<file path="src/rtl/ahb_rr_burst_arbiter_pkg.sv">
// Shared AHB encodings and sizing for the round-robin burst arbiter.
// Configuration macro ARB_BURST_HOLD_EN selects burst-hold support in the top.
package ahb_rr_burst_arbiter_pkg;

   localparam int NUM_PORTS = 4;
   localparam int PORT_W    = 2;
   localparam int BEAT_W    = 4;

   localparam logic [1:0] HTRANS_IDLE   = 2'b00;
   localparam logic [1:0] HTRANS_BUSY   = 2'b01;
   localparam logic [1:0] HTRANS_NONSEQ = 2'b10;
   localparam logic [1:0] HTRANS_SEQ    = 2'b11;

   localparam logic [2:0] HBURST_SINGLE = 3'b000;
   localparam logic [2:0] HBURST_INCR   = 3'b001;
   localparam logic [2:0] HBURST_WRAP4  = 3'b010;
   localparam logic [2:0] HBURST_INCR4  = 3'b011;
   localparam logic [2:0] HBURST_WRAP8  = 3'b100;
   localparam logic [2:0] HBURST_INCR8  = 3'b101;
   localparam logic [2:0] HBURST_WRAP16 = 3'b110;
   localparam logic [2:0] HBURST_INCR16 = 3'b111;

   // Beats still owed after the NONSEQ of a fixed-length burst; 0 = nothing to hold.
   function automatic logic [BEAT_W-1:0] burst_beats_left(input logic [2:0] hburst);
      case (hburst)
         HBURST_WRAP4,  HBURST_INCR4:  burst_beats_left = 4'd3;
         HBURST_WRAP8,  HBURST_INCR8:  burst_beats_left = 4'd7;
         HBURST_WRAP16, HBURST_INCR16: burst_beats_left = 4'd15;
         default:                      burst_beats_left = 4'd0;
      endcase
   endfunction

endpackage

</file>
<file path="src/rtl/ahb_rr_prio_pick.sv">
// Combinational 4-way round-robin picker: first requester after last_grant, wrapping.
// Zero latency, no backpressure; the previous owner is the lowest-priority candidate.
module ahb_rr_prio_pick
   import ahb_rr_burst_arbiter_pkg::*;
(
   input  logic [NUM_PORTS-1:0] req,
   input  logic [PORT_W-1:0]    last_grant,
   output logic [PORT_W-1:0]    winner,
   output logic                 any_req
);

   logic [PORT_W-1:0] idx;

   // Walk from farthest to nearest so the nearest requester after last_grant wins.
   always_comb begin
      winner  = last_grant;
      any_req = |req;
      idx     = '0;
      for (int i = NUM_PORTS; i >= 1; i--) begin
         idx = last_grant + PORT_W'(i);
         if (req[idx]) begin
            winner = idx;
         end
      end
   end

endmodule

</file>
<file path="src/rtl/ahb_rr_burst_arbiter.sv">
// AHB shared-slave round-robin arbiter; grant registered, visible one cycle after the deciding edge.
// HREADYM low freezes all state; macro ARB_BURST_HOLD_EN keeps fixed-length bursts unbroken.
module ahb_rr_burst_arbiter
   import ahb_rr_burst_arbiter_pkg::*;
(
   input  logic       HCLK,
   input  logic       HRESETn,
   input  logic       req_port0,
   input  logic       req_port1,
   input  logic       req_port2,
   input  logic       req_port3,
   input  logic       HREADYM,
   input  logic       HSELM,
   input  logic [1:0] HTRANSM,
   input  logic [2:0] HBURSTM,
   input  logic       HMASTLOCKM,
   output logic [1:0] addr_in_port,
   output logic       no_port
);

   logic [NUM_PORTS-1:0] req;
   logic [PORT_W-1:0]    last_grant;
   logic [PORT_W-1:0]    winner;
   logic                 any_req;
   logic                 hold;

   assign req = {req_port3, req_port2, req_port1, req_port0};

   ahb_rr_prio_pick u_pick (
      .req        (req),
      .last_grant (last_grant),
      .winner     (winner),
      .any_req    (any_req)
   );

`ifdef ARB_BURST_HOLD_EN
   logic [BEAT_W-1:0] beat_cnt;
   logic [BEAT_W-1:0] beat_cnt_next;

   // Only meaningful when HREADYM is high; the register ignores it otherwise.
   always_comb begin
      beat_cnt_next = beat_cnt;
      if (!HSELM) begin
         beat_cnt_next = '0;
      end else begin
         case (HTRANSM)
            HTRANS_IDLE:   beat_cnt_next = '0;
            HTRANS_BUSY:   beat_cnt_next = beat_cnt;
            HTRANS_NONSEQ: beat_cnt_next = burst_beats_left(HBURSTM);
            HTRANS_SEQ:    beat_cnt_next = (beat_cnt != '0) ? beat_cnt - 4'd1 : '0;
            default:       beat_cnt_next = beat_cnt;
         endcase
      end
   end

   always_ff @(posedge HCLK or negedge HRESETn) begin
      if (!HRESETn) begin
         beat_cnt <= '0;
      end else if (HREADYM) begin
         beat_cnt <= beat_cnt_next;
      end
   end

   assign hold = HMASTLOCKM | (beat_cnt_next != '0);
`else
   logic unused_burst_inputs;
   assign unused_burst_inputs = ^{HSELM, HTRANSM, HBURSTM};
   assign hold = HMASTLOCKM;
`endif

   // With nobody requesting, the last owner is remembered so rotation resumes from it.
   always_ff @(posedge HCLK or negedge HRESETn) begin
      if (!HRESETn) begin
         addr_in_port <= 2'd0;
         no_port      <= 1'b1;
         last_grant   <= 2'd3;
      end else if (HREADYM && !hold) begin
         if (any_req) begin
            addr_in_port <= winner;
            no_port      <= 1'b0;
            last_grant   <= winner;
         end else begin
            no_port      <= 1'b1;
         end
      end
   end

endmodule
</file>
<file path="config.mk">
export PLATFORM = sky130hd
export DESIGN_NAME = ahb_rr_burst_arbiter
export DESIGN_NICKNAME = d
export VERILOG_FILES = /design/src/rtl/ahb_rr_burst_arbiter_pkg.sv /design/src/rtl/ahb_rr_prio_pick.sv /design/src/rtl/ahb_rr_burst_arbiter.sv
export SDC_FILE = /design/constraint.sdc
export NUM_CORES = 1
export LEC_CHECK = 0
export CAP_MARGIN = 20
export CORE_AREA = 2 2 39 41
export CTS_BUF_LIST = sky130_fd_sc_hd__clkbuf_8
export DETAILED_ROUTE_END_ITERATION = 6
export DIE_AREA = 0 0 41 43
export PLACE_DENSITY = 0.55
export SLEW_MARGIN = 20
export SYNTH_ARGS = -nofsm -noshare
export SYNTH_HDL_FRONTEND = slang
export SYNTH_SLANG_ARGS = --single-unit
</file>
<file path="constraint.sdc">
create_clock -name HCLK -period 3.5 [get_ports HCLK]
set_input_delay 0.875 -clock HCLK [delete_from_list [all_inputs] [get_ports HCLK]]
set_output_delay 0.875 -clock HCLK [all_outputs]
set_load 0.005 [all_outputs]
</file>
### Word-level counts from Yosys, hierarchy flattened

Index checks and enable logic that the tools add are counted.

* $add $sub $neg: 3
* $lt $le $gt $ge: 3
* muxes and demuxes: 10
* reduce and logical (&&, ||, !) cells: 4

Operators by type and width (number)
* $lt 2x3->1 const B: 3
* $bmux 1 s2: 3
* $mux 2: 3
* $add 2x2->2 const B: 2
* $mux 1: 4
* $reduce_or 4->1: 1
* $add 2x1->2 const B: 1
* $reduce_and 2->1: 1
* $logic_and 1x1->1: 1
* $logic_not 1->1: 1

* flip-flop bits (word level): 5
* output and inout port bits: 3

### Logic depth before layout (Yosys ltp)

* depth in word-level cells: 6
* mapped depth: 4
* gate-level depth less buffers: 3

### Cells and area by module

From an unflattened synthesis, not the netlist that was laid out.

* cell total of the unflattened synthesis: 26
* area total of the unflattened synthesis: 295.3 sq um

By module, submodules not included
* ahb_rr_burst_arbiter: instances 1, cells an instance 12, area each 222.7 sq um
* ahb_rr_prio_pick: instances 1, cells an instance 14, area each 72.6 sq um

### Least setup slack after synthesis

Ideal clock, no wire load.

* path kind: in2reg
* start: input req_port3
* end: register addr_in_port[1]
* setup time: 0.128 ns
* arrival: 1.464 ns
* required time: 3.372 ns
* slack: 1.908 ns
* stages on the path: 3
* path buffers: 0
* cell sequence: nor4_2 nand2b_1 o31ai_1

* word-level cells in the longest chain between the ends: 5

Ends and longest elaborated chain
* start: declaration: line ahb_rr_burst_arbiter.sv:11 `input logic req_port3,`
* $bmux 1 s2: line ahb_rr_prio_pick.sv:21 `if (req[idx]) begin`
* $mux 1 (implied by the code): line ahb_rr_prio_pick.sv:21
* $mux 2 (3 in series): line ahb_rr_prio_pick.sv:21
* end signal: assignment: line ahb_rr_burst_arbiter.sv:79 `addr_in_port <= winner;`
* end: declaration: line ahb_rr_burst_arbiter.sv:17 `output logic [1:0] addr_in_port,`

Parallel ways exist; a longest one is shown, timed or not. The select of a mux whose other input is x is not followed.
A chain may end at the register's enable or synchronous reset.

### Final worst setup path

* start: register no_port
* end: output no_port

RTL lines
* start: declaration: line ahb_rr_burst_arbiter.sv:18 `output logic no_port`
* start signal: assignment: line ahb_rr_burst_arbiter.sv:75 `no_port <= 1'b1;`
* start signal: assignment: line ahb_rr_burst_arbiter.sv:80 `no_port <= 1'b0;`
* start signal: assignment: line ahb_rr_burst_arbiter.sv:83 `no_port <= 1'b1;`

No word-level cell between the ends.

==> results by group <==
Floorplan
  • I/O Pins: 17
  • Chip Height: 43 µm
  • Row Count: 14
  • CORE AREA: 1380 µm²
  • Die width: 41 µm
  • Die ar.: 1760 µm²
  • Starting Density: 0.250

GRT
  • Overflow after GRT: 0
  • All-layer global routing usage: 0.0962
  • Number of global-route vias before repair: 283
  • First-pass GRT wire length: 1100 µm
  • Largest net degree at the start of global routing: 10
  • Antenna violations before repair: 0

Critical path
  • Critical Path Slowest Stage Cell: dfstp_2
  • Type of origin of the critical path: flip-flop
  • Crit path DAT: 1.22 ns
  • Max stage delay on crit path: 0.52 ns
  • WP data required: 2.62 ns
  • Crit path max-delay family: flip-flops
  • Crit path buffers/inverters: 1
  • Crit path max fanout: 2
  • Crit path kind: flip-flop to output pin
  • Crit-path cells: clkdlybuf4s50_1
  • Worst Setup End Kind: output pin

Yosys
  • Synthesized instance count: 37
  • Syn Std Cell Area: 345 µm²
  • Yosys warnings: 0
  • Post-Syn Nets: 51
  • Seq/Total Area, Yosys: 0.373
  • Post-synthesis sequential element count: 5
  • Avg Synthesized Cell Area: 9.33 µm²
  • Number of distinct library cells after synthesis: 21

Cells and area
  • Multi-input gate area: 211 µm²
  • Final std cells w/o fill: 66
  • Ant diodes: 0
  • Share of cells above drive strength 1: 0.200
  • Fillcell total: 142
  • Register area: 129 µm²
  • Cell area after layout: 505 µm²
  • Nets: 65
  • Area delta synth->final: 46.4%

Clock network
  • Depth of the CTS H-tree: 1
  • CTS tree: done
  • Clk_lat worst skew: 0.22 ns
  • Maximum clock insertion buffer count: 2
  • CTS sink count: 5
  • Root Buffer: clkbuf_8
  • Setup Buffers After CTS: 0
  • CTS Buf Count: 3
  • Clock-pin slew on the worst setup and hold paths: 0.04 ns
  • Number of gates resized after CTS: 0
  • Hold_buf cts: 0

Route
  • Post-DRT Antenna Nets: 0
  • DR iter-0 viols: 7
  • WL/cell: 10.8 µm
  • Vias per cell: 4.74
  • Final wirelength: 711 µm
  • DRC viols: 0
  • Pre-antenna DRT Iters: 4
  • Vias: 313

STA
  • Actual slew at the worst max-slew pin: 0.448 ns
  • Hold WS: 0.500 ns
  • Final setup violation count: 0
  • Clock Skew: 0.00115 ns
  • Final Hold Vio Count: 0
  • RSZ-0062 raised after global routing: false
  • Slew margin rel.: 0.699
  • Count of pins over their slew limit: 0
  • Period minus WS final: 2.10 ns
  • Setup TNS Final: 0 ns
  • Final Cycle Share: 0.600
  • Max Clk Rate: 477 MHz

Placed design
  • Placer Congestion: 0.670
  • # port buffers: 10
  • Placed insts: 62
  • Detail Placement HPWL: 566 µm
  • Placed cell area: 460 µm²

Status
  • Run status: completed

Power
  • Lkg Pwr: 0.185 nW
  • Power per cell area: 510 nW/µm²
  • Maximum vdd drop: 263 µV
  • Overall power: 0.000258 W

Job
  • Number of max-cap violations: 0

Worst hold path
  • Class of the worst hold path: flip-flop to flip-flop
==> path summary, 6_finish.rpt <==
path	startpoint	slack (ns)	end	cells after the start
min	no_port$_DFFE_PN1P_	0.50	no_port$_DFFE_PN1P_	2
max reg2reg	last_grant[1]$_DFFE_PN1P_	2.26	last_grant[0]$_DFFE_PN1P_	3
max in group asynchronous	HRESETn	2.37	last_grant[0]$_DFFE_PN1P_	1
min reg2reg	no_port$_DFFE_PN1P_	0.50	no_port$_DFFE_PN1P_	2
max	no_port$_DFFE_PN1P_	1.40	no_port	1
min in group asynchronous	HRESETn	0.88	addr_in_port[1]$_DFFE_PN0P_	1
==> metal layers <==
layer / global-route usage / vias up / share of wire
met5: 0 / - / 0
met4: 0.0800 / 0 / 0
met3: 0.0314 / 0 / 0.044
met2: 0.125 / 6 / 0.45
met1: 0.122 / 146 / 0.50
li1: - / 161 / -
==> synth_stat cells <==
cell	count	area share
nand2_1	1	0.011
o21ai_0	3	0.043
or2_2	1	0.018
nor2_1	5	0.054
nand2b_1	4	0.072
dfstp_2	3	0.23
dfrtp_1	2	0.14
buf_2	1	0.014
o21ba_2	1	0.029
o221ai_1	1	0.025
nor2b_1	3	0.054
mux2i_1	1	0.029
a21oi_1	1	0.014
a21boi_0	1	0.022
nor4_2	1	0.036
or2b_1	1	0.022
a2111oi_0	1	0.025
a41oi_2	1	0.047
a21o_1	1	0.022
o31ai_1	2	0.043
nor3b_1	2	0.043
==> cells by family (layout without fill, tap and decap cells) <==
family                 after synthesis  after routing  share of synthesized area
buffers and inverters                1             14                     0.0145
flip-flops                           5              5                      0.373
AND/OR/NAND/NOR                     18             18                      0.312
multiplexers                         1              1                     0.0290
AO/OA/AOI/OAI                       12             12                      0.272
==> through the flow <==
| step | util | setup slack [ns] |
|---|---|---|
| 2_1_floorplan | - | 1.91 |
| 3_5_place_dp | 0.333 | 1.22 |
| 4_1_cts | 0.365 | 1.40 |
| 3_3_place_gp | 0.333 | 1.22 |
| 6_report | 0.365 | 1.40 |
| 5_1_grt | 0.365 | 1.38 |
==> report_power, final <==
group | internal [W] | total [W] | switching (W)
Clock | 0.0000750 | 0.000101 | 0.0000260
Combinational | 0.0000409 | 0.0000671 | 0.0000262
Sequential | 0.0000776 | 0.0000898 | 0.0000122
Total | 0.000193 | 0.000258 | 0.0000644
==> state kept, by name (all words and copies together), names as in the netlist <==
signal	count
addr_in_port	2
no_port	1
last_grant	2
==> cells in the final DEF (no fill, tap or decap), drive strengths merged <==
| cell type | instances |
|---|---|
| or2b | 1 |
| nor4 | 1 |
| a41oi | 1 |
| clkdlybuf4s50 | 10 |
| mux2i | 1 |
| dfstp | 3 |
| nand2b | 4 |
| o31ai | 2 |
| a21oi | 1 |
| a2111oi | 1 |
| o21ai | 3 |
| clkbuf | 3 |
| nor2 | 5 |
| a21o | 1 |
| nor2b | 3 |
| nand2 | 1 |
| o221ai | 1 |
| inv | 1 |
| a21boi | 1 |
| or2 | 1 |
| o21ba | 1 |
| nor3b | 2 |
| dfrtp | 2 |
==> cell type report <==
cell class | count | area share
tap | 16 | 0.0396
clock inverter | 1 | 0.00743
multi-input combinational | 31 | 0.418
timing repair buffer | 10 | 0.198
sequential | 5 | 0.255
clock buffer | 3 | 0.0817
Note: power is estimated with default switching activity, not from simulation.
